## src/rtl/vdp_host_master.sv

```systemverilog
`default_nettype none
// ============================================================================
// Module      : vdp_host_master
// Description : Host-side initiator for the VDP CPU port; expands queued
//               commands into timed mode/csw_n/csr_n/cd bus cycles.
// Revision    : 1.0 - initial release
// ============================================================================
module vdp_host_master #(
    parameter int SETUP_CYC   = 2,
    parameter int PULSE_CYC   = 8,
    parameter int RECOVER_CYC = 4
) (
    input  logic        clk,
    input  logic        reset,
    input  logic        cmd_valid,
    output logic        cmd_ready,
    input  logic [1:0]  cmd_op,
    input  logic [13:0] cmd_addr,
    input  logic [7:0]  cmd_data,
    output logic        rsp_valid,
    output logic [7:0]  rsp_data,
    output logic [1:0]  mode,
    output logic        csw_n,
    output logic        csr_n,
    output logic [7:0]  cd_o,
    output logic        cd_oe,
    input  logic [7:0]  cd_i,
    output logic        busy
);

    localparam logic [2:0] c_st_idle    = 3'd0;
    localparam logic [2:0] c_st_setup   = 3'd1;
    localparam logic [2:0] c_st_strobe  = 3'd2;
    localparam logic [2:0] c_st_hold    = 3'd3;
    localparam logic [2:0] c_st_recover = 3'd4;

    // Phase counters count down from N-1 to zero.
    localparam logic [7:0] c_setup_ld   = 8'(SETUP_CYC - 1);
    localparam logic [7:0] c_pulse_ld   = 8'(PULSE_CYC - 1);
    localparam logic [7:0] c_recover_ld = 8'(RECOVER_CYC - 1);

    logic [2:0] r_state,     w_state_nx;
    logic [7:0] r_cnt,       w_cnt_nx;
    logic [7:0] r_byte1,     w_byte1_nx;
    logic       r_two,       w_two_nx;
    logic       r_second,    w_second_nx;
    logic       r_rd,        w_rd_nx;
    logic       r_ready,     w_ready_nx;
    logic [1:0] r_mode,      w_mode_nx;
    logic [7:0] r_cd_o,      w_cd_o_nx;
    logic       r_cd_oe,     w_cd_oe_nx;
    logic       r_csw_n,     w_csw_n_nx;
    logic       r_csr_n,     w_csr_n_nx;
    logic       r_rsp_valid, w_rsp_valid_nx;
    logic [7:0] r_rsp_data,  w_rsp_data_nx;

    logic [7:0] w_acc_b0;
    logic [7:0] w_acc_b1;
    logic [1:0] w_acc_mode;
    logic       w_acc_rd;
    logic       w_acc_two;

    // Byte-list expansion of the incoming command.
    always_comb begin
        w_acc_b0   = cmd_data;
        w_acc_b1   = 8'h00;
        w_acc_mode = 2'b00;
        w_acc_rd   = 1'b0;
        w_acc_two  = 1'b0;
        case (cmd_op)
            2'd0: begin
                w_acc_b1   = 8'h80 | {2'b00, cmd_addr[5:0]};
                w_acc_mode = 2'b01;
                w_acc_two  = 1'b1;
            end
            2'd1: begin
                w_acc_b0   = cmd_addr[7:0];
                w_acc_b1   = 8'h40 | {2'b00, cmd_addr[13:8]};
                w_acc_mode = 2'b01;
                w_acc_two  = 1'b1;
            end
            2'd2: begin
                w_acc_mode = 2'b00;
            end
            default: begin
                w_acc_b0   = 8'h00;
                w_acc_mode = {1'b0, cmd_addr[0]};
                w_acc_rd   = 1'b1;
            end
        endcase
    end

    // Next-state and next-output logic; every bus pin is registered from here.
    always_comb begin
        w_state_nx     = r_state;
        w_cnt_nx       = r_cnt;
        w_byte1_nx     = r_byte1;
        w_two_nx       = r_two;
        w_second_nx    = r_second;
        w_rd_nx        = r_rd;
        w_ready_nx     = 1'b0;
        w_mode_nx      = r_mode;
        w_cd_o_nx      = r_cd_o;
        w_cd_oe_nx     = r_cd_oe;
        w_csw_n_nx     = 1'b1;
        w_csr_n_nx     = 1'b1;
        w_rsp_valid_nx = 1'b0;
        w_rsp_data_nx  = r_rsp_data;
        case (r_state)
            c_st_idle: begin
                w_ready_nx = 1'b1;
                if (cmd_valid && r_ready) begin
                    w_state_nx  = c_st_setup;
                    w_cnt_nx    = c_setup_ld;
                    w_byte1_nx  = w_acc_b1;
                    w_two_nx    = w_acc_two;
                    w_second_nx = 1'b0;
                    w_rd_nx     = w_acc_rd;
                    w_ready_nx  = 1'b0;
                    w_mode_nx   = w_acc_mode;
                    w_cd_o_nx   = w_acc_b0;
                    w_cd_oe_nx  = ~w_acc_rd;
                end
            end
            c_st_setup: begin
                if (r_cnt == 8'd0) begin
                    w_state_nx = c_st_strobe;
                    w_cnt_nx   = c_pulse_ld;
                    w_csw_n_nx = r_rd;
                    w_csr_n_nx = ~r_rd;
                end else begin
                    w_cnt_nx = r_cnt - 8'd1;
                end
            end
            c_st_strobe: begin
                if (r_cnt == 8'd0) begin
                    w_state_nx     = c_st_hold;
                    w_rsp_valid_nx = r_rd;
                    if (r_rd) begin
                        w_rsp_data_nx = cd_i;
                    end
                end else begin
                    w_cnt_nx   = r_cnt - 8'd1;
                    w_csw_n_nx = r_rd;
                    w_csr_n_nx = ~r_rd;
                end
            end
            c_st_hold: begin
                w_state_nx = c_st_recover;
                w_cnt_nx   = c_recover_ld;
                w_cd_oe_nx = 1'b0;
            end
            c_st_recover: begin
                if (r_cnt != 8'd0) begin
                    w_cnt_nx = r_cnt - 8'd1;
                end else if (r_two && !r_second) begin
                    // Two-byte commands are always writes.
                    w_state_nx  = c_st_setup;
                    w_cnt_nx    = c_setup_ld;
                    w_second_nx = 1'b1;
                    w_cd_o_nx   = r_byte1;
                    w_cd_oe_nx  = 1'b1;
                end else begin
                    w_state_nx = c_st_idle;
                    w_ready_nx = 1'b1;
                end
            end
            default: begin
                w_state_nx = c_st_idle;
                w_cd_oe_nx = 1'b0;
            end
        endcase
    end

    always_ff @(posedge clk or posedge reset) begin
        if (reset) begin
            r_state     <= c_st_idle;
            r_cnt       <= 8'd0;
            r_byte1     <= 8'h00;
            r_two       <= 1'b0;
            r_second    <= 1'b0;
            r_rd        <= 1'b0;
            r_ready     <= 1'b0;
            r_mode      <= 2'b00;
            r_cd_o      <= 8'h00;
            r_cd_oe     <= 1'b0;
            r_csw_n     <= 1'b1;
            r_csr_n     <= 1'b1;
            r_rsp_valid <= 1'b0;
            r_rsp_data  <= 8'h00;
        end else begin
            r_state     <= w_state_nx;
            r_cnt       <= w_cnt_nx;
            r_byte1     <= w_byte1_nx;
            r_two       <= w_two_nx;
            r_second    <= w_second_nx;
            r_rd        <= w_rd_nx;
            r_ready     <= w_ready_nx;
            r_mode      <= w_mode_nx;
            r_cd_o      <= w_cd_o_nx;
            r_cd_oe     <= w_cd_oe_nx;
            r_csw_n     <= w_csw_n_nx;
            r_csr_n     <= w_csr_n_nx;
            r_rsp_valid <= w_rsp_valid_nx;
            r_rsp_data  <= w_rsp_data_nx;
        end
    end

    assign cmd_ready = r_ready;
    assign busy      = ~r_ready;
    assign rsp_valid = r_rsp_valid;
    assign rsp_data  = r_rsp_data;
    assign mode      = r_mode;
    assign csw_n     = r_csw_n;
    assign csr_n     = r_csr_n;
    assign cd_o      = r_cd_o;
    assign cd_oe     = r_cd_oe;

endmodule
`default_nettype wire

```

## config.mk

```make
export PLATFORM = sky130hd
export DESIGN_NAME = vdp_host_master
export DESIGN_NICKNAME = d
export VERILOG_FILES = /design/src/rtl/vdp_host_master.sv
export SDC_FILE = /design/constraint.sdc
export NUM_CORES = 1
export LEC_CHECK = 0
export CAP_MARGIN = 10
export CORE_ASPECT_RATIO = 1.75
export CORE_MARGIN = 2
export CORE_UTILIZATION = 25
export CTS_CLUSTER_SIZE = 25
export DETAILED_ROUTE_END_ITERATION = 10
export PLACE_DENSITY = 0.53
export SYNTH_ARGS = -nofsm -noshare
export SYNTH_HDL_FRONTEND = slang
export SYNTH_SLANG_ARGS = --single-unit
```

## constraint.sdc

```tcl
create_clock -name clk -period 2.32 [get_ports clk]
set_input_delay 0.464 -clock clk [delete_from_list [all_inputs] [get_ports clk]]
set_output_delay 0.464 -clock clk [all_outputs]
set_load 0.01 [all_outputs]
```

==> key figures <==
Status
  – Outcome: finished clean

Global route
  – First-pass GRT wire length: around 9500 µm
  – Initial antenna violation count: 0
  – Grt total ovfl: 0
  – Global Route Usage Sum: 0.116
  – Number of global-route vias before repair: 2000
  – Pin count of the biggest net entering global routing: 27

Clock network
  – TritonCTS buffer count: 5
  – Clock root cell: clkbuf_16
  – Post-CTS Setup Bufs: 0
  – H-Tree Depth: 2
  – Deepest clock path buffer count: 2
  – # hold bufs at CTS: 0
  – Resize count post-CTS: 0
  – Reg clk slew, reported paths: 60 ps
  – CTS Sinks: between 40 and 50
  – CTS tree: done
  – Clock Latency Late Sink: roughly 290 ps

Logic synthesis
  – Post-synthesis xor/xnor area fraction: 0.00369
  – Mux cell area share after synthesis: 0.132
  – Yosys reg bits: between 40 and 50
  – Area contributors post-synth: dfrtp_1, mux2_2, mux2i_1
  – Syn_nets: 263
  – Syn Area/Cell: around 10 µm²
  – Synth Area in Compound Gates: 0.171
  – Register area share after synthesis: 0.465
  – Main combinational cell family by area after synthesis: simple AND/OR/NAND/NOR gates
  – Synth warnings: 0
  – Post-synth ARST share: 1.00
  – EDFF count, synth: 0
  – Adder-cell share of the synthesized area: 0.00527
  – Area leader, netlist: dfrtp_1
  – Gate Count Post-Synth: roughly 230
  – Main flop type after synthesis: dfrtp_1
  – Synth Cell Area: approximately 0.0024 mm²
  – Distinct cells, synth: 52
  – Share of the synthesized area in the top cell type: 0.443
  – Synth Area in Simple Gates: 0.188

Power
  – Leakage power: 1.37 nW
  – Pwr dens: ~1200 mW/mm²
  – Peak VDD IR: 389 µV

Timing
  – Worst Skew: 4.08 ps
  – Endpoints failing setup: 0
  – Max Clk Rate: roughly 460 MHz
  – Hold Slack: about 480 ps
  – Final worst setup slack: between 100 and 150 ps
  – Final hold vios: 0
  – Crit path time final: between 2000 and 2500 ps
  – Tcrit/Tclk final: 0.939
  – Final Slew Violations: 0
  – RSZ-0062 raised after global routing: false
  – Setup tns final: 0 ps
  – Worst-Margin Slew: 526 ps
  – Rel. slew slack: 0.649

Floorplan
  – # IOs: between 50 and 60
  – Core Rows: 47
  – Core area: roughly 0.0094 mm²
  – Die Height: approximately 130 µm
  – Die area: between 0.01 and 0.015 mm²
  – Die width: between 70 and 80 µm
  – Starting density of the core: 0.254

Finish
  – Inserted Diodes: 0
  – Synth-to-Final Area Change: 39.6%
  – Nets: 330
  – Fill count: between 900 and 1000
  – Fin util: 0.354
  – Layout cells sized above 1: 0.203

Detailed routing
  – Iteration-0 DRC Markers: 83
  – WL per Instance: between 10 and 15 µm
  – Vias per Instance: approximately 4.6
  – ANT nets after route: 0
  – DRT Wirelength: roughly 5800 µm
  – Detailed Routing Iterations Pass 1: 6
  – # DRC: 0
  – DR vias: 1929

Setup path
  – Worst EP arrival: between 2000 and 2500 ps
  – Critical Path RT: 2490 ps
  – Critical path class: register to register
  – Crit end category: register
  – Startpoint Class: register
  – Crit Path Max Fanout: 9

Placement
  – Number of I/O port buffers: 57
  – Dpl ws: 144 ps
  – DP HPWL: around 4600 µm
  – GPL Wtd Cong: between 0.8 and 0.9

Worst hold path
  – Worst Hold Class: register to register

Job
  – Maxcap violations: 0
## cell usage after synthesis, types with 2 or more instances
master	count
dfrtp_1	42
nand2_1	26
o21ai_0	19
mux2_2	18
a21oi_1	13
nor2b_1	12
mux2i_1	11
nor2_1	8
o31ai_1	8
inv_1	7
buf_2	5
nor3_1	5
a22o_1	4
nand2b_1	4
clkbuf_1	3
nand3_1	3
dfstp_2	2
nor2_8	2
o21a_1	2
## final cells by class
cell class                      count  area, µm²  share of cell area
Clock buffer                        6        139              0.0419
Clock inverter                      2       15.0             0.00453
Inverter                            7       26.3             0.00793
Multi-Input combinational cell    165       1190               0.359
Sequential cell                    44       1100               0.333
Tap cell                          122        153              0.0461
Timing Repair Buffer               71        688               0.208
## where the power goes
part | total [mW] | internal (mW) | switching (mW)
clock network | 0.726 | 0.428 | 0.298
registers | 1.32 | 1.05 | 0.273
logic | 1.96 | 0.961 | 0.995
## worst max-delay path, cell delays in order, from the launching register on
cell and delay, ps:
dfrtp_1 410, inv_1 70, ha_1 180, or3b_2 570, nor2_8 160, a31oi_4 110, nor2_8 200, mux2_2 350
## state kept, by name (all words and copies together) (netlist names)
signal and cells:
cd_o 8, cd_oe 1, cmd_ready 1, csr_n 1, csw_n 1, mode 1, r_byte1 8, r_cnt 8
r_rd 1, r_second 1, r_state 3, r_two 1, rsp_data 8, rsp_valid 1
## metrics by stage
step                      cell area (µm²)  power [mW]  instances
after CTS                            3310        4.07        417
after global routing                 3310        4.28        417
after detailed placement             3160        3.32        409
after global placement               3160        3.28        409
final                                3310        4.01        417
after floorplan                      2370        2.57        227
## layout by cell type, fill, tap and decap left out, drive strengths merged, types with 4 or more instances in the layout
master          n
nand2          27
buf            14
nor2b          12
nand3           4
clkbuf          6
nand2b          4
inv             7
a21oi          13
a22o            4
nor2           11
mux2           18
mux2i          11
o21ai          20
dfrtp          42
clkdlybuf4s50  57
o31ai           9
nor3            6
## kinds of logic (layout without fill, tap and decap cells)
family | count (synthesis) | after routing
AO/OA/AOI/OAI | 58 | 58
XOR/XNOR | 1 | 1
adder cells (fa/ha/maj) | 1 | 1
buffers and inverters | 18 | 86
flip-flops | 44 | 44
multiplexers | 29 | 29
other | 1 | 1
AND/OR/NAND/NOR | 75 | 75
## worst paths after layout
path                       startpoint          end  slack (ps)  depth (start not counted)
min in group asynchronous       reset  rsp_data[5]         500                          2
max in group asynchronous       reset        cd_oe        1330                          3
setup / recovery             r_cnt[0]      cd_o[6]         140                          7
hold / removal                mode[0]      mode[0]         480                          1
setup reg to reg             r_cnt[0]      cd_o[6]         140                          7
hold reg to reg               mode[0]      mode[0]         480                          1
## routing by layer
layer,vias up,share of wire,GRT usage
met4,0,0.013,0.0407
met2,40,0.59,0.229
met3,7,0.030,0.0239
met5,-,0,0
met1,940,0.37,0.117
li1,942,-,-
Power figures use the tool's default switching activity.
==> variant, RTL diff (same settings) <==
`r_rsp_data` no longer has a reset.
--- a/src/rtl/vdp_host_master.sv
+++ b/src/rtl/vdp_host_master.sv
@@ -187,7 +187,6 @@
             r_csw_n     <= 1'b1;
             r_csr_n     <= 1'b1;
             r_rsp_valid <= 1'b0;
-            r_rsp_data  <= 8'h00;
         end else begin
             r_state     <= w_state_nx;
             r_cnt       <= w_cnt_nx;
@@ -202,8 +201,11 @@
             r_csw_n     <= w_csw_n_nx;
             r_csr_n     <= w_csr_n_nx;
             r_rsp_valid <= w_rsp_valid_nx;
-            r_rsp_data  <= w_rsp_data_nx;
         end
+    end
+
+    always_ff @(posedge clk) begin
+        r_rsp_data <= w_rsp_data_nx;
     end
 
     assign cmd_ready = r_ready;
Formal check against the unedited RTL: same outputs for any inputs over 10 cycles, from zero or initial values and one cycle with reset high; that may be too few to reach the edited logic, so the function may still have changed.
==> variant against the unedited design <==
Wire length shrank 3.2%; highest routed layer unchanged; sequential share of layout area up 3.1 points; clock skew about the same; sequential cell count unchanged; final area fell by 5.1%; synthesized area shrank 6.5%; worst setup slack better by 45 ps; critical endpoint is now r_cnt[4]; final cell count down 5.3%.
Power is not compared: it rests on default switching activity, and its combinational part moved more than twofold at a synthesized area within 25%.
==> variant: results (changes against the unedited design) <==
status complete, no violations (unchanged); detailed placement HPWL 4.372 mm (was 4.601 mm); Crit Path Max Fanout 5 (was 9); area grow syn2layout 41.71% (was 39.57%); DR vias/cell 4.544 (was 4.626); initial DRC count 68 (was 83); Layout Nets 313 (was 330); Critical Path AT 2310 ps (was 2350 ps); register area share after synthesis 0.5152 (was 0.4647); buffering overhead 0.2100 (was 0.2076); EDFF count, synth 8 (was 0); Multi-Input Combinational 148 (was 165); WL per Instance 14.18 um (was 13.87 um); number of global-route vias before repair 1,862 (was 2,000); Worst Min Path Start r_two (was mode[0]); ranking of synthesized cells by area dfrtp_1, edfxtp_1, nand2_1 (was dfrtp_1, mux2_2, mux2i_1); fraction of area in registers 0.3636 (was 0.3330); post-place instance area 0.002979 mm^2 (was 0.003161 mm^2); share of cell area taken by multi-input logic gates 0.3170 (was 0.3590); first-pass GRT wire length 9.204 mm (was 9.473 mm); non-filler cells in the finished layout 395 (was 417); Hold Crit Depth 2 (was 1); Worst R2R End r_cnt[4] (was cd_o[6]); post-route clock skew 3.688 ps (was 4.078 ps); CP peak stage delay 420 ps (was 570 ps); gpl congestion 0.7570 (was 0.8127); Inverters excl. clock 9 (was 7); highest-delay cell along the critical path or3b_1 (was or3b_2); router iterations before antenna repair 4 (was 6)
[variant: cell count changes after synthesis, moves of 5 or more]
cell / unedited run / this run
a21oi_1: 13 / 7
edfxtp_1: 0 / 8
mux2i_1: 11 / 6
mux2_1: 0 / 8
clkbuf_1: 3 / 8
o21ai_0: 19 / 7
nor2_1: 8 / 20
nor2b_1: 12 / 2
dfrtp_1: 42 / 34
nand3b_1: 1 / 6
a31o_2: 0 / 5
mux2_2: 18 / 2
[variant: power groups by stage]
stage          sequential [W]  combinational [W]  clock (W)
6_report             0.000787           0.000115   0.000796
5_1_grt              0.000786           0.000128   0.000841
4_1_cts              0.000787           0.000119   0.000815
3_5_place_dp         0.000801           0.000118          0
3_3_place_gp         0.000801           0.000118          0
2_1_floorplan        0.000801          0.0000406          0
[variant: metal layers]
layer	share of wire	track usage
met4	0.017	0.04334
met3	0.028	0.02428
met1	0.38	0.1400
met2	0.58	0.2348
met5	0	0
